[src/rtl/e3bcd_pkg.sv]
// Shared constants and types for the excess-3 to BCD sequencing controller.
package e3bcd_pkg;

  // State encoding
  localparam logic [1:0] S_IDLE = 2'd0;
  localparam logic [1:0] S_CONV = 2'd1;
  localparam logic [1:0] S_DONE = 2'd2;

  typedef enum logic [1:0] {
    ST_IDLE = S_IDLE,
    ST_CONV = S_CONV,
    ST_DONE = S_DONE
  } e3bcd_state_t;

  // Excess-3 code range and offset
  localparam logic [3:0] E3_OFFSET = 4'd3;
  localparam logic [3:0] E3_MIN    = 4'b0011;
  localparam logic [3:0] E3_MAX    = 4'b1100;

  // Digit value written for codes outside the excess-3 range
  localparam logic [3:0] BCD_INVALID_FILL = 4'b0000;

endpackage : e3bcd_pkg

[src/rtl/excess3_digit_dec.sv]
// Combinational single-digit excess-3 to BCD decoder.
// Codes 0011..1100 decode to code-3; all other codes give the fill value
// and raise o_invalid.
module excess3_digit_dec
  import e3bcd_pkg::*;
(
  input  logic [3:0] i_code,
  output logic [3:0] o_bcd,
  output logic       o_invalid
);

  // Range check and offset removal for one digit
  always_comb begin
    // NOTE: every output gets a default first so no path can infer a latch.
    o_invalid = 1'b0;
    o_bcd     = BCD_INVALID_FILL;
    if ((i_code < E3_MIN) || (i_code > E3_MAX)) begin
      o_invalid = 1'b1;
    end else begin
      o_bcd = i_code - E3_OFFSET;
    end
  end

endmodule : excess3_digit_dec

[src/rtl/excess3_bcd_seq_ctrl.sv]
// Sequencing controller: converts a packed NDIG-digit excess-3 word into
// packed BCD, one digit per cycle LSB first, through a single shared digit
// decoder. Valid/ready on both sides; invalid digits are flagged per digit.
//
// Optional build macro E3BCD_ERR_ABORT_EN: when defined, conversion stops
// at the first invalid digit; higher digits stay 0 with mask bits clear.
module excess3_bcd_seq_ctrl
  import e3bcd_pkg::*;
#(
  parameter int NDIG = 4
) (
  input  logic              clk,
  input  logic              rst,
  input  logic              in_valid,
  output logic              in_ready,
  input  logic [4*NDIG-1:0] in_data,
  output logic              out_valid,
  input  logic              out_ready,
  output logic [4*NDIG-1:0] out_data,
  output logic              out_err,
  output logic [NDIG-1:0]   out_err_mask,
  output logic              busy
);

  localparam int IDX_W = (NDIG > 1) ? $clog2(NDIG) : 1;
  localparam logic [IDX_W-1:0] LAST_IDX = IDX_W'(NDIG - 1);

  e3bcd_state_t      r_state;
  logic [IDX_W-1:0]  r_idx;
  logic [4*NDIG-1:0] r_shift;
  logic [4*NDIG-1:0] r_out_data;
  logic [NDIG-1:0]   r_err_mask;
  logic              r_in_ready;
  logic              r_out_valid;
  logic              r_busy;

  logic [3:0]        w_digit;
  logic [3:0]        w_bcd;
  logic              w_invalid;
  logic              w_last;
  logic              w_stop;

  // Current digit under conversion, selected by the digit index
  assign w_digit = r_shift[{r_idx, 2'b00} +: 4];
  assign w_last  = (r_idx == LAST_IDX);

`ifdef E3BCD_ERR_ABORT_EN
  assign w_stop = w_last || w_invalid;
`else
  assign w_stop = w_last;
`endif

  excess3_digit_dec u_dec (
    .i_code    (w_digit),
    .o_bcd     (w_bcd),
    .o_invalid (w_invalid)
  );

  // Control FSM with registered handshake/status outputs and result storage
  always_ff @(posedge clk or posedge rst) begin
    // NOTE: the captured word and result registers are reset too, so a reset
    // mid-operation leaves nothing stale to be presented later.
    if (rst) begin
      r_state     <= ST_IDLE;
      r_idx       <= '0;
      r_shift     <= '0;
      r_out_data  <= '0;
      r_err_mask  <= '0;
      r_in_ready  <= 1'b1;
      r_out_valid <= 1'b0;
      r_busy      <= 1'b0;
    end else begin
      // NOTE: state registers use non-blocking assignment so every update in
      // this block sees the pre-edge values.
      case (r_state)
        ST_IDLE: begin
          if (in_valid) begin
            r_shift    <= in_data;
            r_out_data <= '0;
            r_err_mask <= '0;
            r_idx      <= '0;
            r_in_ready <= 1'b0;
            r_busy     <= 1'b1;
            r_state    <= ST_CONV;
          end
        end
        ST_CONV: begin
          r_out_data[{r_idx, 2'b00} +: 4] <= w_bcd;
          if (w_invalid) begin
            r_err_mask[r_idx] <= 1'b1;
          end
          if (w_stop) begin
            r_out_valid <= 1'b1;
            r_state     <= ST_DONE;
          end else begin
            r_idx <= r_idx + 1'b1;
          end
        end
        ST_DONE: begin
          if (out_ready) begin
            r_out_valid <= 1'b0;
            r_busy      <= 1'b0;
            r_in_ready  <= 1'b1;
            r_state     <= ST_IDLE;
          end
        end
        default: begin
          r_state     <= ST_IDLE;
          r_in_ready  <= 1'b1;
          r_out_valid <= 1'b0;
          r_busy      <= 1'b0;
        end
      endcase
    end
  end

  assign in_ready     = r_in_ready;
  assign out_valid    = r_out_valid;
  assign busy         = r_busy;
  assign out_data     = r_out_data;
  assign out_err_mask = r_err_mask;
  assign out_err      = |r_err_mask;

endmodule : excess3_bcd_seq_ctrl

[config.mk]
export PLATFORM = sky130hd
export DESIGN_NAME = excess3_bcd_seq_ctrl
export DESIGN_NICKNAME = d
export VERILOG_FILES = /design/src/rtl/e3bcd_pkg.sv /design/src/rtl/excess3_digit_dec.sv /design/src/rtl/excess3_bcd_seq_ctrl.sv
export SDC_FILE = /design/constraint.sdc
export NUM_CORES = 1
export LEC_CHECK = 0
export CELL_PAD_IN_SITES_DETAIL_PLACEMENT = 1
export CELL_PAD_IN_SITES_GLOBAL_PLACEMENT = 2
export CORE_UTILIZATION = 30
export DETAILED_ROUTE_END_ITERATION = 16
export HOLD_SLACK_MARGIN = 0.08
export PLACE_DENSITY = 0.76
export SYNTH_ARGS = -nofsm -noshare
export SYNTH_HDL_FRONTEND = slang
export SYNTH_SLANG_ARGS = --single-unit
[constraint.sdc]
create_clock -name clk -period 2.3 [get_ports clk]
set_input_delay 0.46 -clock clk [delete_from_list [all_inputs] [get_ports clk]]
set_output_delay 0.46 -clock clk [all_outputs]
set_load 0.03 [all_outputs]
==> summary.md <==
| Metric | Value |
|---|---|
| Status | `finished, final reports clean` |
| GRT overflow | `0` |
| Met2 routed WL | `approximately 2400 µm` |
| Max-slew headroom | `about 62%` |
| DRT Wirelength | `between 4000 and 5000 µm` |
| Vias in the first global route | `1671` |
| Placeable Area | `just under 7000 µm²` |
| Iter 0 DRT Violations | `48` |
| Syn avg cell area | `between 10 and 15 µm²` |
| Critical path's largest stage delay | `about 0.54 ns` |
| H-tree Lvls | `2` |
| Die boundary height | `roughly 85 µm` |
| GP Congestion | `0.740` |
| Residual DRC | `0` |
| Post-Synthesis Cells | `roughly 170` |
| Slew Viols, Final | `0` |
| FFs w/ async S/R, synth | `100%` |
| Antenna cells | `0` |
| Nets | `roughly 260` |
| Clock Skews | `~0.0069 ns` |
| Ports | `between 40 and 50` |
| Cell Area, Placed | `2670 µm²` |
| Leak Pwr | `approximately 1.2 nW` |
| Seq/Total Area, Yosys | `between 50 and 60%` |
| Clock Latency Late Sink | `approximately 0.30 ns` |
| CTS Root Cell | `clkbuf_8` |
| Design Area, Final | `2790 µm²` |
| Post-synth EDFFs | `0` |
| PortBufs | `43` |
| Hold Fails Final Rpt | `0` |
| Synth top area cells | `dfrtp_1 50%, mux2_2 8.6%, ha_1 3.6%` |
| Max FO, Critical Path | `10` |
| WP data required | `between 2 and 2.5 ns` |
| Crit-path cells | `mux4_2 -> ha_1 -> or2_0 -> o22a_2 -> a32o_1` |
| Detailed placement HPWL | `~3800 µm` |
| Max VDD drop | `just over 0.5 mV` |
| Biggest area consumer among synthesized cells | `dfrtp_1` |
| Fin cells | `between 300 and 400` |
| WP buf/inv | `0` |
| Initial Utilization | `30.9%` |
| Routed via count | `between 1500 and 2000` |
| Pwr dens | `between 1000 and 1500 nW/µm²` |
| Crit share post-route | `94.4%` |
| CP delay by family, top | `compound AO/OA/AOI/OAI gates` |
| Post-Route Utilization | `approximately 41%` |
| CTS clk-pin slew, worst paths | `0.08 ns` |
| Mean routed wirelength per cell | `16.1 µm` |
| Die area | `7290 µm²` |
| First-pass GRT wire length | `between 8000 and 9000 µm` |
| Syn nets | `198` |
| Placed instance count | `between 300 and 400` |
| WS Path Type | `flop to flop` |
| Critical Path AT | `2.36 ns` |
| Num rows | `30` |
| Syn. warnings | `0` |
| Storage cell area | `roughly 1100 µm²` |
| Max frequency | `between 0.4 and 0.5 GHz` |
| Wl on met1 | `between 2000 and 2500 µm` |
| Post-route ant nets | `0` |
| Fin Hold WS | `a little under 0.5 ns` |
| Hold Crit Class | `flop to flop` |
| CTS tree | `yes` |
| Ys flop type | `dfrtp_1` |
| RSZ-0062 raised after global routing | `no` |
| Vias per cell | `5.13` |
| Crit start category | `flop` |
| Cell Area, Synth | `roughly 2100 µm²` |
| FF+latch count, synth | `between 40 and 50` |
| Area of the multi-input gates | `918 µm²` |
| First-pass DRT Iterations | `4` |
| Area Overhead vs Synth | `34.0%` |
| Largest net degree at the start of global routing | `44` |
| Distinct cells, synth | `between 40 and 50` |
| Initial antenna violation count | `0` |
| Measured slew at the worst slew-check pin | `~0.57 ns` |
| Layout cells sized above 1 | `between 20% and 30%` |
| Max Cap Viol | `0` |
| Met3 wire len | `between 150 and 200 µm` |
| Min Tclk post-route | `~2.2 ns` |
| Highest metal used | `met4` |
| Share of the synthesized area in the top cell type | `around half` |
| Tot GR Track Use | `between 10% and 20%` |
| CP Capture Type | `flop` |
| Clock Path Buffers | `2` |
| Clk sink count | `43` |
| Final Setup Violations | `0` |
| Total power | `a little over 4 mW` |
| Inserted Clock Buffers | `5` |
| Worst path slowest cell | `mux4_2` |
| Die width | `between 80 and 90 µm` |
| Fillers | `~730` |
[final cells by class]
type                    instances  area share [%]
clock buffers                   6            2.96
inverters                      13            1.75
flip-flops and latches         43            38.6
clock inverters                 2            1.25
multi-input cells             110            32.9
repair buffers                 56            19.0
well taps                      80            3.58
[power by group]
group | internal (mW) | switching (mW) | total [mW]
Clock | 0.351 | 0.265 | 0.617
Sequential | 1.04 | 0.233 | 1.27
Combinational | 0.985 | 1.18 | 2.16
Total | 2.38 | 1.67 | 4.05
[through the flow]
| step | TNS [ns] | setup slack (ns) |
|---|---|---|
| final | 0 | 0.129 |
| after global routing | 0 | 0.0329 |
| after CTS | 0 | 0.0284 |
| after detailed placement | -0.0297 | -0.0127 |
| after global placement | 0 | 0.0786 |
| after floorplan | 0 | 0.0667 |
[per-layer routing]
layer,GRT usage (%),vias to the layer above
met3,3.70,7
met4,5.00,0
li1,-,749
met1,20.2,796
met2,24.3,37
met5,0,-
[sequential cells by signal, summed over array words and instances (netlist names)]
name,cells
out_data,16
out_err_mask,4
r_state,2
in_ready,1
busy,1
r_idx,2
r_shift,16
out_valid,1
[cells in the final DEF, fill, tap and decap left out, drive strengths merged, types with 2 or more instances in the layout]
master	count
o22ai	3
o221ai	2
mux2i	3
a32o	6
nor2	3
o211ai	2
a21o	3
a21oi	4
o21ai	12
o22a	2
mux2	16
nor2b	2
nand3	2
ha	6
mux4	4
clkdlybuf4s50	42
buf	13
nand2b	4
nand2	13
and4b	2
inv	13
o31ai	4
clkbuf	6
dfrtp	42
[repair_timing]
item | 4_1_cts | 5_1_grt
gates resized for setup | 1 | 2
endpoints found under the setup margin | 3 | 7
setup buffers | 0 | 0
cloned | 0 | 0
hold buffers | 0 | 0
pin swaps | 0 | 0
[cells in the mapped netlist (2+ instances only)]
cell type	number
nand2_1	13
clkbuf_1	3
a21oi_1	4
o22a_1	2
o221ai_1	2
nor2b_1	2
o22ai_1	3
buf_6	2
ha_1	6
dfrtp_1	42
mux2_2	16
mux4_2	3
o21ai_0	12
o211ai_1	2
a21o_1	3
nand3_1	2
mux2i_1	3
nor2_1	3
inv_1	13
nand2b_1	4
o31ai_2	4
a32o_1	6
and4b_1	2
[logic make-up (layout without fill, tap and decap cells)]
logic type,after synthesis,in the layout,synth area share [%]
AO/OA/AOI/OAI,45,45,16.3
flip-flops,43,43,51.6
AND/OR/NAND/NOR,36,36,9.66
multiplexers,23,23,14.6
buffers and inverters,19,77,4.20
adder cells (fa/ha/maj),6,6,3.60
[worst reg2reg max path, delay by kind of cell, from the launching register on]
| family | cells | cell delay (ns) |
|---|---|---|
| multiplexers | 1 | 0.54 |
| AO/OA/AOI/OAI | 2 | 0.61 |
| AND/OR/NAND/NOR | 1 | 0.25 |
| flip-flops | 1 | 0.43 |
| adder cells (fa/ha/maj) | 1 | 0.23 |
[final timing paths]
kind / slack [ns] / cells past startpoint / from / end
max: 0.13 / 5 / r_idx[0] / out_data[1]
min: 0.49 / 1 / busy / busy
max reg2reg: 0.13 / 5 / r_idx[0] / out_data[1]
min reg2reg: 0.49 / 1 / busy / busy
max in group asynchronous: 1.30 / 3 / rst / r_idx[0]
min in group asynchronous: 0.60 / 3 / rst / r_shift[7]
Note: power is estimated with default switching activity, not from simulation.
